File: src/rtl/alu_cmd_sequencer.sv
// rtl/alu_cmd_sequencer.sv - command FIFO plus load/persist sequencer driving the ALU datapath
// Defining ALU_SEQ_STATS_EN adds the saturating rsp_count handshake counter.
module alu_cmd_sequencer #(
    parameter int WIDTH   = 8,
    parameter int DEPTH   = 4,
    parameter int ALU_LAT = 2
) (
    input  logic             clk,
    input  logic             rst,
    input  logic             cmd_valid,
    output logic             cmd_ready,
    input  logic [2:0]       cmd_op,
    input  logic [WIDTH-1:0] cmd_a,
    input  logic [WIDTH-1:0] cmd_b,
    output logic             alu_on,
    output logic [2:0]       alu_in_sel,
    output logic [WIDTH-1:0] alu_num1,
    output logic [WIDTH-1:0] alu_num2,
    output logic [6:0]       alu_out_sel,
    input  logic [WIDTH-1:0] alu_out,
    output logic             rsp_valid,
    input  logic             rsp_ready,
    output logic [WIDTH-1:0] rsp_data,
    output logic [2:0]       rsp_op,
    output logic             rsp_err,
`ifdef ALU_SEQ_STATS_EN
    output logic [7:0]       rsp_count,
`endif
    output logic             busy
);
    localparam int PW = (DEPTH > 1) ? $clog2(DEPTH) : 1;
    localparam int CW = $clog2(DEPTH + 1);
    localparam int LW = (ALU_LAT > 1) ? $clog2(ALU_LAT) : 1;

    localparam logic [2:0] SEL_NONE    = 3'b000;
    localparam logic [2:0] SEL_LOAD    = 3'b010;
    localparam logic [2:0] SEL_PERSIST = 3'b100;

    typedef enum logic [1:0] {S_IDLE, S_ISSUE, S_WAIT, S_HOLD} state_t;

    typedef struct packed {
        logic [2:0]       op;
        logic [WIDTH-1:0] a;
        logic [WIDTH-1:0] b;
    } cmd_t;

    cmd_t             mem_q [DEPTH];
    cmd_t             head;
    logic [PW-1:0]    wr_ptr_q, wr_ptr_d, rd_ptr_q, rd_ptr_d;
    logic [CW-1:0]    count_q, count_d;
    logic             cmd_ready_q, cmd_ready_d;
    logic             push, pop;

    state_t           state_q, state_d;
    logic [LW-1:0]    cnt_q, cnt_d;
    logic             illegal_q, illegal_d;
    logic [2:0]       op_q, op_d;
    logic             alu_on_q, alu_on_d;
    logic [2:0]       alu_in_sel_q, alu_in_sel_d;
    logic [WIDTH-1:0] alu_num1_q, alu_num1_d;
    logic [WIDTH-1:0] alu_num2_q, alu_num2_d;
    logic [6:0]       alu_out_sel_q, alu_out_sel_d;
    logic             rsp_valid_q, rsp_valid_d;
    logic [WIDTH-1:0] rsp_data_q, rsp_data_d;
    logic [2:0]       rsp_op_q, rsp_op_d;
    logic             rsp_err_q, rsp_err_d;

    assign push = cmd_valid && cmd_ready_q;
    assign pop  = (state_q == S_IDLE) && (count_q != '0);
    assign head = mem_q[rd_ptr_q];

    always_comb begin
        wr_ptr_d = wr_ptr_q;
        rd_ptr_d = rd_ptr_q;
        count_d  = count_q;
        if (push) wr_ptr_d = wr_ptr_q + PW'(1);
        if (pop)  rd_ptr_d = rd_ptr_q + PW'(1);
        case ({push, pop})
            2'b10:   count_d = count_q + CW'(1);
            2'b01:   count_d = count_q - CW'(1);
            default: count_d = count_q;
        endcase
        // Registered from the next count so ready falls on the very edge that fills the FIFO.
        cmd_ready_d = (count_d != CW'(DEPTH));
    end

    always_ff @(posedge clk) begin
        if (push) mem_q[wr_ptr_q] <= {cmd_op, cmd_a, cmd_b};
    end

    always_comb begin
        state_d       = state_q;
        cnt_d         = cnt_q;
        illegal_d     = illegal_q;
        op_d          = op_q;
        alu_on_d      = 1'b1;
        alu_in_sel_d  = alu_in_sel_q;
        alu_num1_d    = alu_num1_q;
        alu_num2_d    = alu_num2_q;
        alu_out_sel_d = alu_out_sel_q;
        rsp_valid_d   = rsp_valid_q;
        rsp_data_d    = rsp_data_q;
        rsp_op_d      = rsp_op_q;
        rsp_err_d     = rsp_err_q;
        case (state_q)
            S_IDLE: begin
                alu_in_sel_d = SEL_NONE;
                if (pop) begin
                    op_d    = head.op;
                    state_d = S_ISSUE;
                    // Illegal ops still spend one ISSUE cycle but never touch the ALU.
                    if (head.op == 3'd7) begin
                        illegal_d = 1'b1;
                    end else begin
                        illegal_d     = 1'b0;
                        alu_in_sel_d  = SEL_LOAD;
                        alu_num1_d    = head.a;
                        alu_num2_d    = head.b;
                        alu_out_sel_d = 7'b1 << head.op;
                    end
                end
            end
            S_ISSUE: begin
                if (illegal_q) begin
                    state_d     = S_HOLD;
                    rsp_valid_d = 1'b1;
                    rsp_data_d  = '0;
                    rsp_op_d    = op_q;
                    rsp_err_d   = 1'b1;
                end else begin
                    state_d      = S_WAIT;
                    alu_in_sel_d = SEL_PERSIST;
                    cnt_d        = LW'(ALU_LAT - 1);
                end
            end
            S_WAIT: begin
                if (cnt_q == '0) begin
                    state_d     = S_HOLD;
                    rsp_valid_d = 1'b1;
                    rsp_data_d  = alu_out;
                    rsp_op_d    = op_q;
                    rsp_err_d   = 1'b0;
                end else begin
                    cnt_d = cnt_q - LW'(1);
                end
            end
            S_HOLD: begin
                if (rsp_valid_q && rsp_ready) begin
                    state_d      = S_IDLE;
                    rsp_valid_d  = 1'b0;
                    alu_in_sel_d = SEL_NONE;
                end
            end
            default: state_d = S_IDLE;
        endcase
    end

    always_ff @(posedge clk or negedge rst) begin
        if (!rst) begin
            wr_ptr_q      <= '0;
            rd_ptr_q      <= '0;
            count_q       <= '0;
            cmd_ready_q   <= 1'b1;
            state_q       <= S_IDLE;
            cnt_q         <= '0;
            illegal_q     <= 1'b0;
            op_q          <= '0;
            alu_on_q      <= 1'b0;
            alu_in_sel_q  <= SEL_NONE;
            alu_num1_q    <= '0;
            alu_num2_q    <= '0;
            alu_out_sel_q <= '0;
            rsp_valid_q   <= 1'b0;
            rsp_data_q    <= '0;
            rsp_op_q      <= '0;
            rsp_err_q     <= 1'b0;
        end else begin
            wr_ptr_q      <= wr_ptr_d;
            rd_ptr_q      <= rd_ptr_d;
            count_q       <= count_d;
            cmd_ready_q   <= cmd_ready_d;
            state_q       <= state_d;
            cnt_q         <= cnt_d;
            illegal_q     <= illegal_d;
            op_q          <= op_d;
            alu_on_q      <= alu_on_d;
            alu_in_sel_q  <= alu_in_sel_d;
            alu_num1_q    <= alu_num1_d;
            alu_num2_q    <= alu_num2_d;
            alu_out_sel_q <= alu_out_sel_d;
            rsp_valid_q   <= rsp_valid_d;
            rsp_data_q    <= rsp_data_d;
            rsp_op_q      <= rsp_op_d;
            rsp_err_q     <= rsp_err_d;
        end
    end

`ifdef ALU_SEQ_STATS_EN
    logic [7:0] rsp_count_q, rsp_count_d;

    always_comb begin
        rsp_count_d = rsp_count_q;
        if (rsp_valid_q && rsp_ready && (rsp_count_q != 8'hFF))
            rsp_count_d = rsp_count_q + 8'd1;
    end

    always_ff @(posedge clk or negedge rst) begin
        if (!rst) rsp_count_q <= '0;
        else      rsp_count_q <= rsp_count_d;
    end

    assign rsp_count = rsp_count_q;
`endif

    assign cmd_ready   = cmd_ready_q;
    assign alu_on      = alu_on_q;
    assign alu_in_sel  = alu_in_sel_q;
    assign alu_num1    = alu_num1_q;
    assign alu_num2    = alu_num2_q;
    assign alu_out_sel = alu_out_sel_q;
    assign rsp_valid   = rsp_valid_q;
    assign rsp_data    = rsp_data_q;
    assign rsp_op      = rsp_op_q;
    assign rsp_err     = rsp_err_q;
    assign busy        = (state_q != S_IDLE) || (count_q != '0);
endmodule

File: config.mk
export PLATFORM = sky130hd
export DESIGN_NAME = alu_cmd_sequencer
export DESIGN_NICKNAME = d
export VERILOG_FILES = /design/src/rtl/alu_cmd_sequencer.sv
export SDC_FILE = /design/constraint.sdc
export NUM_CORES = 1
export LEC_CHECK = 0
export CAP_MARGIN = 20
export CELL_PAD_IN_SITES_DETAIL_PLACEMENT = 0
export CELL_PAD_IN_SITES_GLOBAL_PLACEMENT = 1
export CORE_MARGIN = 1.5
export CORE_UTILIZATION = 35
export CTS_BUF_LIST = sky130_fd_sc_hd__clkbuf_2
export DETAILED_ROUTE_END_ITERATION = 10
export DONT_BUFFER_PORTS = 1
export GPL_TIMING_DRIVEN = 0
export PLACE_DENSITY = 0.54
export RECOVER_POWER = 25
export SLEW_MARGIN = 40
export SYNTH_ARGS = -nofsm -noshare
export SYNTH_HDL_FRONTEND = slang
export SYNTH_SLANG_ARGS = --single-unit
File: constraint.sdc
create_clock -name clk -period 2.9 [get_ports clk]
set_input_delay 0.725 -clock clk [delete_from_list [all_inputs] [get_ports clk]]
set_output_delay 0.725 -clock clk [all_outputs]
set_load 0.02 [all_outputs]
# ---- Yosys cells after proc, flatten, opt, wreduce, memory -nomap -nowiden
# Memories as Yosys holds them, arrays and structs flattened.
# Cells that the tools add are included.
dict set report classes {
  add_sub_neg 5
  reduce_logical 17
  n_lt_le_gt_ge 0
  n_eq_ne 12
  bitwise 1
  shifts 1
  muxes 29
  n_div 0
  multipliers 0
}
# operator count
set op_table {}
lappend op_table {{2-to-1 mux 8 bit} 2}
lappend op_table {{one-hot mux 8 bit (2 select lines)} 1}
lappend op_table {{2-to-1 mux 3 bit} 4}
lappend op_table {{one-hot mux 3 bit (2 select lines)} 2}
lappend op_table {{AND reduction 3 bit} 4}
lappend op_table {{2-to-1 mux 1 bit} 10}
lappend op_table {{2-to-1 mux 2 bit} 5}
lappend op_table {{inequality test 2 bit, second input constant} 5}
lappend op_table {{one-hot mux 3 bit (3 select lines)} 1}
lappend op_table {{nonzero test 3 bit} 3}
lappend op_table {{one-hot mux 2 bit (4 select lines)} 1}
lappend op_table {{left shift 1 x 3 -> 7 bit, first input constant} 1}
lappend op_table {{== test 2 bit, second input constant} 3}
lappend op_table {{adder 2 x 1 -> 2 bit, second input constant} 2}
lappend op_table {{== test 2 x 1 -> 1 bit, second input constant} 2}
lappend op_table {{one-hot mux 1 bit (2 select lines)} 2}
lappend op_table {{AND reduction 2 bit} 2}
lappend op_table {{AND reduction 4 bit} 1}
lappend op_table {{nonzero test 2 bit} 2}
lappend op_table {{adder 3 x 1 -> 3 bit, second input constant} 1}
lappend op_table {{== test 3 bit, second input constant} 1}
lappend op_table {{logical AND 1 bit} 3}
lappend op_table {{inequality test 3 bit, second input constant} 1}
lappend op_table {{one-hot mux 1 bit (3 select lines)} 1}
lappend op_table {{other kinds (5)} 5}
dict set report word_totals {
  latch_bits 0
  input_bits 31
  ram_bits 76
  elab_cells 83
  out_inout_bits 42
  n_memories 1
  romBits 0
  ff_bits 55
}
# name depth word_bits rd rd_clocked_by_memory_dff write_ports line
set memory_table {}
lappend memory_table {mem_q 4 19 1 0 1 47} ;# cmd_t mem_q [DEPTH];

# ---- Longest topological paths before layout
dict set report logic_depth {
  word_depth 5
  ltp_mapped 10
}

# ---- Worst setup path after synthesis
# No wires, ideal clock.
dict set report synth_path {
  path_type {reg-to-reg}
  startpoint {reg state_q[0]}
  endpoint {reg cmd_ready_q (netlist: cmd_ready)}
  path_slack_ns 0.450
  path_buffers 0
  arrival_time_ns 2.368
  path_stages_with_launch 11
  setup_ns 0.082
  cell_sequence {dfrtp_1 > inv_1 > ha_1 > o31ai_1 > inv_1 > ha_1 > inv_1 > fa_1 > xor2_1 > or3_1 > a211o_1}
}
dict set report synth_via {
  elab_chain_len 5
}
# element line
set synth_rtl {}
lappend synth_rtl {{from (decl)} 54} ;# state_t state_q, state_d;
lappend synth_rtl {{from (signal assigned)} 182} ;# state_q <= state_d;
lappend synth_rtl {{zero test 2 bit *} 69} ;# assign pop = (state_q == S_IDLE) && (count_q != '0);
lappend synth_rtl {{logical AND 1 bit *} 69}
lappend synth_rtl {{== test 2 x 1 -> 1 bit or == test 2 bit (tied branches)} 78} ;# case ({push, pop})
lappend synth_rtl {{one-hot mux 3 bit (2 select lines) *} 78}
lappend synth_rtl {{inequality test 3 bit *} 84} ;# cmd_ready_d = (count_d != CW'(DEPTH));
lappend synth_rtl {{named net cmd_ready_d} 51} ;# logic cmd_ready_q, cmd_ready_d;
lappend synth_rtl {{to (signal assigned)} 181} ;# cmd_ready_q <= cmd_ready_d;
lappend synth_rtl {{to (decl)} 51}
# The timed path passes the listed nets; every way through them passes the cells marked *.
# A chain may end at the register's enable or synchronous reset.

# ---- Worst setup path in the final report
dict set report layout_path {
  startpoint {reg state_q[0]}
  endpoint {out busy}
}
dict set report layout_via {
  elab_chain_len 2
}
# element line
set layout_rtl {}
lappend layout_rtl {{nonzero test 2 bit} 225} ;# assign busy = (state_q != S_IDLE) || (count_q != '0);
lappend layout_rtl {{logical OR 1 bit} 225}
lappend layout_rtl {{to (decl)} 29} ;# output logic busy
# No other way between the ends.

==> flow_summary.yaml <==
timing:
  relSlewSlack: 0.5152
  rsz0062_at_grt: "false"
  worst_clock_skew_ns: 0.02759
  fin_crit_sh: 0.9308
  clock.fmax_ghz: 0.3705
  period_needed_ns: 2.699
  hold_violations: 0
  worst_slew_pin_slew_ns: 0.7273
  fin_setup_tns_ns: 0
  slew_violations: 0
  setup_viol: 0
global_routing:
  grt_max_degree: 55
  grt_antenna_before_repair: 0
  grt_first_pass_wirelength_microns: 15900
  grt_pass1_vias: 2789
  grt.total_usage: 0.1372
  grt-ovfl-total: 0
pwr:
  power.internal_uw: 4230
  combinationalPowerShare: 0.316
  power_frac_seq: 0.480
  power_frac_clock: 0.204
  p_sw_frac: 0.3498
  p_leak_uw: 0.002234
  power_density_nw_per_um2: 1121
  irDropWorstVdd_mv: 0.4183
  p_sw_uw: 2276
drt:
  num_vias: 2560
  drcViolationCount: 0
  routed_wl_microns: 9739
  post_drt_wl_per_cell_microns: 18.91
  firstDrtPassIters: 4
  drt_first_iter_violations: 119
  ant_nets: 0
  viasPerCell: 4.971
logic_synthesis:
  synth_nets: 335
  ys_warn_count: 0
  ys_seq_elements: 130
  netlist_area_sq_um: 5200
  avgSynthCellArea_sq_um: 17.69
  ys.flop_type: "edfxtp_1"
  synth_top_cell_by_area: "edfxtp_1"
  synth_edf_count: 76
  yosysMostFrequentCell: "edfxtp_1"
  synth_seq_area_share: 0.6990
  ys_types: 44
  synthArstFlopShare: 0.4154
  synth_area_leaders: "edfxtp_1 (44%), dfrtp_1 (26%), mux4_2 (4.8%)"
  synth_top_area_frac: 0.4389
  synth_common_cells: "edfxtp_1 (76), dfrtp_1 (53), nand2_1 (21), inv_1 (19), mux2_2 (12)"
  syn_inst: 294
min_path:
  min_path_cells: 0
  holdCritStartpoint: "cmd_b[5]"
  hold_path_class: "in2reg"
  min_to: "mem_q[3][5]"
setup_path:
  worstReg2RegStart: "state_q[0]"
  crit_fanout: 5
  reg2reg_depth: 10
  required_ns: 2.17
  cp-start-kind: "flip-flop"
  cp_data_arrival_time_ns: 1.97
  worst_setup_path_end_kind: "primary output"
  r2r_end: "cmd_ready"
  ff2ff_setup_slack_ns: 0.30
  path_class: "reg2out"
clock_network:
  numClockSinks: 130
  insertion_delay_ns: 0.68
  cts-root-buf: "clkbuf_2"
  cts_tree: "built"
  numCtsBuffers: 17
  cts_max_path_buffers: 2
  path_clk_slew_ns: 0.20
  cts-htree-levels: 4
floorplan:
  start_util: 0.3578
  dieWidth_microns: 124.9
  rows: 44
  core_area_sq_um: 14530
  ioPinCount: 73
  dieArea_sq_um: 15600
  die_y_microns: 124.9
placement:
  port_buffers: 0
  dpl.hpwl_microns: 6040
  place_inst: 478
  finalWeightedCongestion: 0.6843
cells_and_area:
  fin_util: 0.3994
  fin_cells: 515
  drive_gt1_frac: 0.2598
  syn2layout_area_growth_pct: 11.62
  register_area_sq_um: 3636
  num-fill-cells: 1354
  antenna_cells: 0
  finalNetCount: 359
  multi_input_area_sq_um: 1443
outcome:
  status: "finished clean"
run:
  drv_cap: 0
[cell type report]
| type | instances | share of cell area |
|---|---|---|
| multi-input combinational | 135 | 0.2485 |
| tap | 184 | 0.03966 |
| buffer | 10 | 0.01186 |
| inverter | 19 | 0.01229 |
| clock inverter | 10 | 0.03190 |
| timing repair buffer | 5 | 0.01035 |
| clock buffer | 22 | 0.01897 |
| sequential | 130 | 0.6264 |
[power by group through the flow]
stage | combinational, uW | sequential (uW) | clock (uW)
final | 2060 | 3120 | 1330
after floorplan | 1640 | 3050 | 0
after detailed placement | 2050 | 3180 | 0
after global routing | 2310 | 3200 | 1450
after CTS | 2080 | 3140 | 1380
after global placement | 2010 | 3170 | 0
[timing repair]
action                                  4_1_cts  5_1_grt
hold endpoints to repair                     54        0
gates resized for setup                       1        2
hold buffers                                  2        0
endpoints found under the setup margin        1        2
buffers inserted                              0        3
[state kept, by name, indices dropped and copies added (netlist names), 2 cells and up]
name	cells
alu_in_sel	2
rsp_data	8
alu_num1	8
rd_ptr_q	2
mem_q	76
wr_ptr_q	2
alu_num2	8
rsp_op	3
state_q	2
op_q	3
count_q	3
alu_out_sel	7
[per-layer routing]
| layer | GRT usage | up-vias | part of all wire |
|---|---|---|---|
| li1 | - | 1169 | - |
| met1 | 0.1653 | 1305 | 0.43 |
| met2 | 0.2143 | 79 | 0.47 |
| met3 | 0.06658 | 7 | 0.086 |
| met4 | 0.05013 | 0 | 0.010 |
| met5 | 0 | - | 0 |
[stage by stage]
step	area, sq um	hold WS, ns	power [uW]	worst slack, ns
after floorplan	5200	0.4294	4697	0.4502
after global placement	5430	0.4314	5187	0.1042
after detailed placement	5436	0.4314	5229	0.08658
after CTS	5773	0.007412	6604	0.01431
after global routing	5804	0.008084	6959	0.01110
final	5804	0.1231	6505	0.2007
[worst max-delay path by stage]
| stage | start | to | slack [ns] | cells after the start |
|---|---|---|---|---|
| floorplan | state_q[0] | cmd_ready | 0.45 | 10 |
| global placement | count_q[0] | cmd_ready | 0.10 | 8 |
| detailed placement | count_q[0] | cmd_ready | 0.09 | 8 |
| CTS | state_q[0] | busy | 0.01 | 3 |
| global route | state_q[0] | busy | 0.01 | 3 |
| finish | state_q[0] | busy | 0.20 | 3 |
[layout by cell type, fill, tap and decap left out, drive strengths merged, types with 2 or more instances in the layout]
| cell type | count |
|---|---|
| o31ai | 2 |
| a32o | 4 |
| xnor2 | 4 |
| inv | 19 |
| nor3 | 3 |
| o41ai | 2 |
| mux2 | 21 |
| o21ai | 6 |
| clkbuf | 26 |
| buf | 10 |
| clkinv | 4 |
| mux2i | 9 |
| mux4 | 19 |
| a21boi | 2 |
| bufinv | 5 |
| a2bb2oi | 3 |
| nand2 | 21 |
| ha | 9 |
| nor2 | 6 |
| edfxtp | 76 |
| and3 | 5 |
| conb | 2 |
| dfrtp | 53 |
| a211o | 2 |
[critical path: stages, from the launching register on]
cell,delay [ns]
dfrtp_2,0.47
inv_1,0.09
ha_2,0.23
or4b_4,0.54
[logic make-up after synthesis]
family,count (synthesis),synth area share
flops,130,0.6990
mux,49,0.1574
simple gates,40,0.03489
compound gates,29,0.04668
buf+inv,29,0.02671
fa+ha+maj,10,0.02551
xor+xnor,5,0.008421
other cells,2,0.001444
No activity file was read; power rests on OpenSTA's default activity.
